$ cat src/rtl/rggen_bit_field_initiator.sv
// Host-side initiator for a single rggen bit field: accepts one request, issues a
// one-cycle access strobe, optionally waits, then holds the response until taken.
module rggen_bit_field_initiator #(
    parameter int WIDTH       = 8,
    parameter int WAIT_CYCLES = 0
) (
    input  logic             i_clk,
    input  logic             i_rst,
    input  logic             i_req_valid,
    output logic             o_req_ready,
    input  logic             i_req_write,
    input  logic [WIDTH-1:0] i_req_strobe,
    input  logic [WIDTH-1:0] i_req_write_data,
    output logic             o_read_valid,
    output logic             o_write_valid,
    output logic [WIDTH-1:0] o_mask,
    output logic [WIDTH-1:0] o_write_data,
    input  logic [WIDTH-1:0] i_read_data,
    output logic             o_rsp_valid,
    input  logic             i_rsp_ready,
    output logic [WIDTH-1:0] o_rsp_read_data,
    output logic [1:0]       o_rsp_status,
    output logic             o_busy
);

    typedef enum logic [1:0] {
        IDLE     = 2'd0,
        ACCESS   = 2'd1,
        WAIT     = 2'd2,
        RESPONSE = 2'd3
    } state_t;

    localparam logic [3:0] WAIT_LOAD = 4'((WAIT_CYCLES > 0) ? WAIT_CYCLES - 1 : 0);

    state_t     state;
    logic [3:0] wait_cnt;
    logic       write_q;

    always_ff @(posedge i_clk) begin
        if (i_rst) begin
            state           <= IDLE;
            wait_cnt        <= 4'd0;
            write_q         <= 1'b0;
            o_req_ready     <= 1'b1;
            o_read_valid    <= 1'b0;
            o_write_valid   <= 1'b0;
            o_mask          <= '0;
            o_write_data    <= '0;
            o_rsp_valid     <= 1'b0;
            o_rsp_read_data <= '0;
            o_rsp_status    <= 2'b00;
            o_busy          <= 1'b0;
        end else begin
            unique case (state)
                IDLE: begin
                    if (i_req_valid) begin
                        state         <= ACCESS;
                        write_q       <= i_req_write;
                        o_req_ready   <= 1'b0;
                        o_busy        <= 1'b1;
                        o_mask        <= i_req_strobe;
                        o_write_data  <= i_req_write_data;
                        o_write_valid <= i_req_write && (i_req_strobe != '0);
                        o_read_valid  <= !i_req_write && (i_req_strobe != '0);
                    end
                end
                ACCESS: begin
                    // Sample read data on this edge, before any read side effect lands.
                    o_rsp_read_data <= (!write_q && (o_mask != '0)) ? (i_read_data & o_mask) : '0;
                    o_rsp_status    <= (o_mask == '0) ? 2'b01 : 2'b00;
                    o_read_valid    <= 1'b0;
                    o_write_valid   <= 1'b0;
                    o_mask          <= '0;
                    o_write_data    <= '0;
                    if (WAIT_CYCLES > 0) begin
                        state    <= WAIT;
                        wait_cnt <= WAIT_LOAD;
                    end else begin
                        state       <= RESPONSE;
                        o_rsp_valid <= 1'b1;
                    end
                end
                WAIT: begin
                    if (wait_cnt == 4'd0) begin
                        state       <= RESPONSE;
                        o_rsp_valid <= 1'b1;
                    end else begin
                        wait_cnt <= wait_cnt - 4'd1;
                    end
                end
                RESPONSE: begin
                    if (i_rsp_ready) begin
                        state       <= IDLE;
                        o_rsp_valid <= 1'b0;
                        o_busy      <= 1'b0;
                        o_req_ready <= 1'b1;
                    end
                end
                default: state <= IDLE;
            endcase
        end
    end

endmodule

$ cat config.mk
export PLATFORM = sky130hd
export DESIGN_NAME = rggen_bit_field_initiator
export DESIGN_NICKNAME = d
export VERILOG_FILES = /design/src/rtl/rggen_bit_field_initiator.sv
export SDC_FILE = /design/constraint.sdc
export NUM_CORES = 1
export LEC_CHECK = 0
export CORE_MARGIN = 2
export CORE_UTILIZATION = 38
export DETAILED_ROUTE_END_ITERATION = 8
export PLACE_DENSITY = 0.74
export SLEW_MARGIN = 20
export SYNTH_ARGS = -nofsm -noshare
export SYNTH_HDL_FRONTEND = slang
export SYNTH_SLANG_ARGS = --single-unit
$ cat constraint.sdc
create_clock -name i_clk -period 1.8 [get_ports i_clk]
set_input_delay 0.18 -clock i_clk [delete_from_list [all_inputs] [get_ports i_clk]]
set_output_delay 0.18 -clock i_clk [all_outputs]
set_load 0.01 [all_outputs]
==> results of run 1 <==
## state kept, by name (all words and copies together) (netlist names)
| register | flops |
|---|---|
| o_rsp_valid | 1 |
| o_write_data | 8 |
| o_write_valid | 1 |
| o_rsp_read_data | 8 |
| o_busy | 1 |
| state | 2 |
| o_read_valid | 1 |
| o_req_ready | 1 |
| o_mask | 8 |
| wait_cnt | 4 |
| write_q | 1 |
| o_rsp_status | 1 |
## power by group
| part | internal [mW] | switching, mW | total [mW] |
|---|---|---|---|
| logic | 0.491 | 0.478 | 0.969 |
| registers | 0.936 | 0.0829 | 1.02 |
| clock network | 0.403 | 0.283 | 0.685 |
## per-stage QoR
step | worst slack [ns] | utilization (%) | setup TNS [ns] | power [mW]
floorplan | -0.0229 | - | -0.0229 | 1.55
global placement | 0.0947 | 58.7 | 0 | 1.99
detailed placement | 0.0477 | 58.7 | 0 | 2.01
CTS | 0.0384 | 61.5 | 0 | 2.69
global route | -0.0800 | 62.6 | -0.123 | 2.85
finish | 0.0285 | 62.6 | 0 | 2.67
## final cells by class
cell class,count,area [um^2]
clock buffer,5,68.8
clock inverter,2,35.0
fill,316,1390
inverter,12,45.0
multi-input combinational,102,684
sequential,37,743
tap,48,60.1
timing repair buffer,71,691
## metal layers
layer | up-vias | routed length (um) | track usage, %
met3 | 6 | 251 | 6.93
met2 | 39 | 1780 | 29.6
met1 | 641 | 1690 | 23.1
met4 | 0 | 57 | 6.12
li1 | 710 | - | -
met5 | - | 0 | 0
## worst max-delay path, cell delays in order, from the launching register on
cell,delay [ns]
dfxtp_2,0.33
inv_2,0.06
ha_4,0.13
or3b_4,0.37
a222oi_1,0.41
mux2_1,0.37
## timing repair
item / 4_1_cts / 5_1_grt
gates resized for setup: 0 / 7
hold buffers: 0 / 0
hold endpoints to repair: 0 / 0
buffers inserted: 0 / 3
endpoints found under the setup margin: 0 / 10
## synthesized netlist by cell type, types with 3 or more instances
master,count,area (um^2)
a211oi_1,3,22.5
nor2_1,28,105
inv_1,11,41.3
clkbuf_1,7,26.3
nand3_1,3,15.0
nand2_1,5,18.8
o211ai_1,4,30.0
a22oi_1,17,128
a21oi_1,6,30.0
ha_1,5,62.6
dfxtp_1,37,741
a32oi_1,8,70.1
## logic make-up (layout without fill, tap and decap cells)
| logic type | Yosys count | in the layout | share of synthesized area [%] |
|---|---|---|---|
| simple gates | 48 | 48 | 14.8 |
| other cells | 1 | 1 | 0.250 |
| mux | 3 | 3 | 2.09 |
| flops | 37 | 37 | 49.4 |
| xor+xnor | 1 | 1 | 0.584 |
| buf+inv | 24 | 90 | 6.42 |
| fa+ha+maj | 5 | 5 | 4.17 |
| compound gates | 44 | 44 | 22.4 |
## worst paths after layout
check / startpoint / end / cells after the start
setup / recovery: wait_cnt[1] / state[0] / 5
hold / removal: o_read_valid / o_read_valid / 2
hold reg to reg: o_read_valid / o_read_valid / 2
setup reg to reg: wait_cnt[1] / state[0] / 5
## cells in the final DEF, fill, tap and decap left out, types with 2 or more instances in the layout
| master | Yosys | final |
|---|---|---|
| nor4_1 | 2 | 2 |
| dfxtp_1 | 37 | 35 |
| nor2_1 | 28 | 28 |
| o211ai_1 | 4 | 4 |
| a32oi_1 | 8 | 8 |
| a22oi_1 | 17 | 17 |
| a21oi_1 | 6 | 6 |
| inv_2 | 0 | 2 |
| inv_1 | 11 | 9 |
| dfxtp_2 | 0 | 2 |
| clkbuf_8 | 0 | 5 |
| nand2b_1 | 2 | 2 |
| clkdlybuf4s50_1 | 0 | 58 |
| or4_1 | 2 | 2 |
| buf_4 | 1 | 12 |
| a211oi_1 | 3 | 3 |
| nand2_1 | 5 | 5 |
| ha_1 | 5 | 4 |
| nand3_1 | 3 | 3 |
==> impl_metrics.prom, run 1 <==
# TYPE chip_impl_metric gauge
chip_impl_info{name="min_path_type",value="reg2reg"} 1
chip_impl_metric{name="drive_above_1_share",unit="%"} 13.5
chip_impl_metric{name="clk_buf_depth",unit=""} 2
chip_impl_metric{name="timing_max_transition_violations_final",unit=""} 0
chip_impl_metric{name="final_standard_cell_area_without_fillers",unit="um^2"} 2330
chip_impl_metric{name="worst_setup_hold_path_clk_slew",unit="ns"} 0.07
chip_impl_metric{name="synth_warnings",unit=""} 0
chip_impl_metric{name="worst-endpoint-required",unit="ns"} 1.97
chip_impl_metric{name="chipWidth",unit="um"} 66.8
chip_impl_metric{name="whs",unit="ns"} 0.456
chip_impl_metric{name="yosysUniqueCellTypes",unit=""} 35
chip_impl_metric{name="dp.cells",unit=""} 267
chip_impl_metric{name="starting_drc_count_in_detailed_routing",unit=""} 54
chip_impl_metric{name="period_share",unit="%"} 98.4
chip_impl_metric{name="port_buffers",unit=""} 58
chip_impl_metric{name="via_per_instance_ratio",unit=""} 5.04
chip_impl_metric{name="cts_buffers",unit=""} 5
chip_impl_metric{name="detailed_place.area",unit="um^2"} 2180
chip_impl_metric{name="syn2layout_area_growth",unit="%"} 55.1
chip_impl_metric{name="globalRouteTotalUtil",unit="%"} 18.6
chip_impl_metric{name="fin_nets",unit=""} 263
chip_impl_metric{name="power.density_cell_area",unit="nW/um^2"} 1150
chip_impl_metric{name="maximum_clock_rate",unit="MHz"} 565
chip_impl_metric{name="post_synth_instance_area",unit="um^2"} 1500
chip_impl_metric{name="static-leakage-power",unit="nW"} 0.876
chip_impl_metric{name="crit_path_max_fanout",unit=""} 2
chip_impl_metric{name="first_pass_iters",unit=""} 4
chip_impl_metric{name="cts.sinks",unit=""} 37
chip_impl_info{name="timing.critical_path.to_type",value="flop"} 1
chip_impl_metric{name="wire_per_inst",unit="um"} 13.6
chip_impl_metric{name="async_flop_share",unit="%"} 0
chip_impl_metric{name="synth_nets",unit=""} 197
chip_impl_metric{name="critPathArrivalTime",unit="ns"} 1.95
chip_impl_metric{name="finClkSkew",unit="ns"} 0.00753
chip_impl_metric{name="grt_antenna_before_repair",unit=""} 0
chip_impl_metric{name="detail-route-antenna-nets",unit=""} 0
chip_impl_metric{name="die_h",unit="um"} 66.8
chip_impl_info{name="tritoncts",value="built"} 1
chip_impl_metric{name="finalHoldViolations",unit=""} 0
chip_impl_info{name="run_status",value="finished clean"} 1
chip_impl_metric{name="grt-ovfl-total",unit=""} 0
chip_impl_metric{name="grt_pass1_vias",unit=""} 1327
chip_impl_info{name="grt_setup_unrepaired",value="true"} 1
chip_impl_metric{name="globalplace.congestion",unit=""} 0.761
chip_impl_metric{name="global_route_wire_length_before_repair",unit="um"} 6140
chip_impl_metric{name="floorplan.rows",unit=""} 22
chip_impl_metric{name="routed_via_count",unit=""} 1396
chip_impl_metric{name="routed_wl",unit="um"} 3780
chip_impl_metric{name="synth_sequential_area_ratio",unit="%"} 49.4
chip_impl_metric{name="avgSynthCellArea",unit="um^2"} 9.20
chip_impl_info{name="cts-root-buf",value="clkbuf_8"} 1
chip_impl_metric{name="instance_count_of_the_mapped_netlist",unit=""} 163
chip_impl_metric{name="period_needed",unit="ns"} 1.77
chip_impl_info{name="setup.worst_path.class",value="reg2reg"} 1
chip_impl_metric{name="initial_core_utilization",unit="%"} 40.4
chip_impl_metric{name="die-area",unit="um^2"} 4470
chip_impl_metric{name="drc_errors",unit=""} 0
chip_impl_metric{name="postSynthRegisterBits",unit=""} 37
chip_impl_metric{name="finalSetupViolations",unit=""} 0
chip_impl_info{name="setup.worst_path.start_class",value="flop"} 1
chip_impl_metric{name="clock_latency",unit="ns"} 0.29
chip_impl_metric{name="worst_case_vdd_ir_drop",unit="V"} 0.000539
chip_impl_metric{name="dpl.hpwl",unit="um"} 2670
chip_impl_info{name="predominant_post_synthesis_flop_cell",value="dfxtp_1"} 1
chip_impl_metric{name="h-tree-depth",unit=""} 2
chip_impl_metric{name="synth_enable_flop_cells",unit=""} 0
chip_impl_metric{name="fp.coreArea",unit="um^2"} 3720
chip_impl_metric{name="maximum_number_of_pins_on_one_net_before_global_route_repair",unit=""} 19
chip_impl_metric{name="stdcell_count",unit=""} 277
chip_impl_metric{name="diodes",unit=""} 0
chip_impl_metric{name="cap_violations",unit=""} 0
chip_impl_metric{name="pin_count",unit=""} 60
chip_impl_metric{name="reg2reg_setup_slack",unit="ns"} 0.03
(Power assumes the default switching activity.)
==> inputs of run 2 (changes only) <==
ABC_CLOCK_PERIOD_IN_PS = 1800   (was not set)
==> results of run 2 <==
No change in the layout: final DEF, timing and power equal those of run 1.
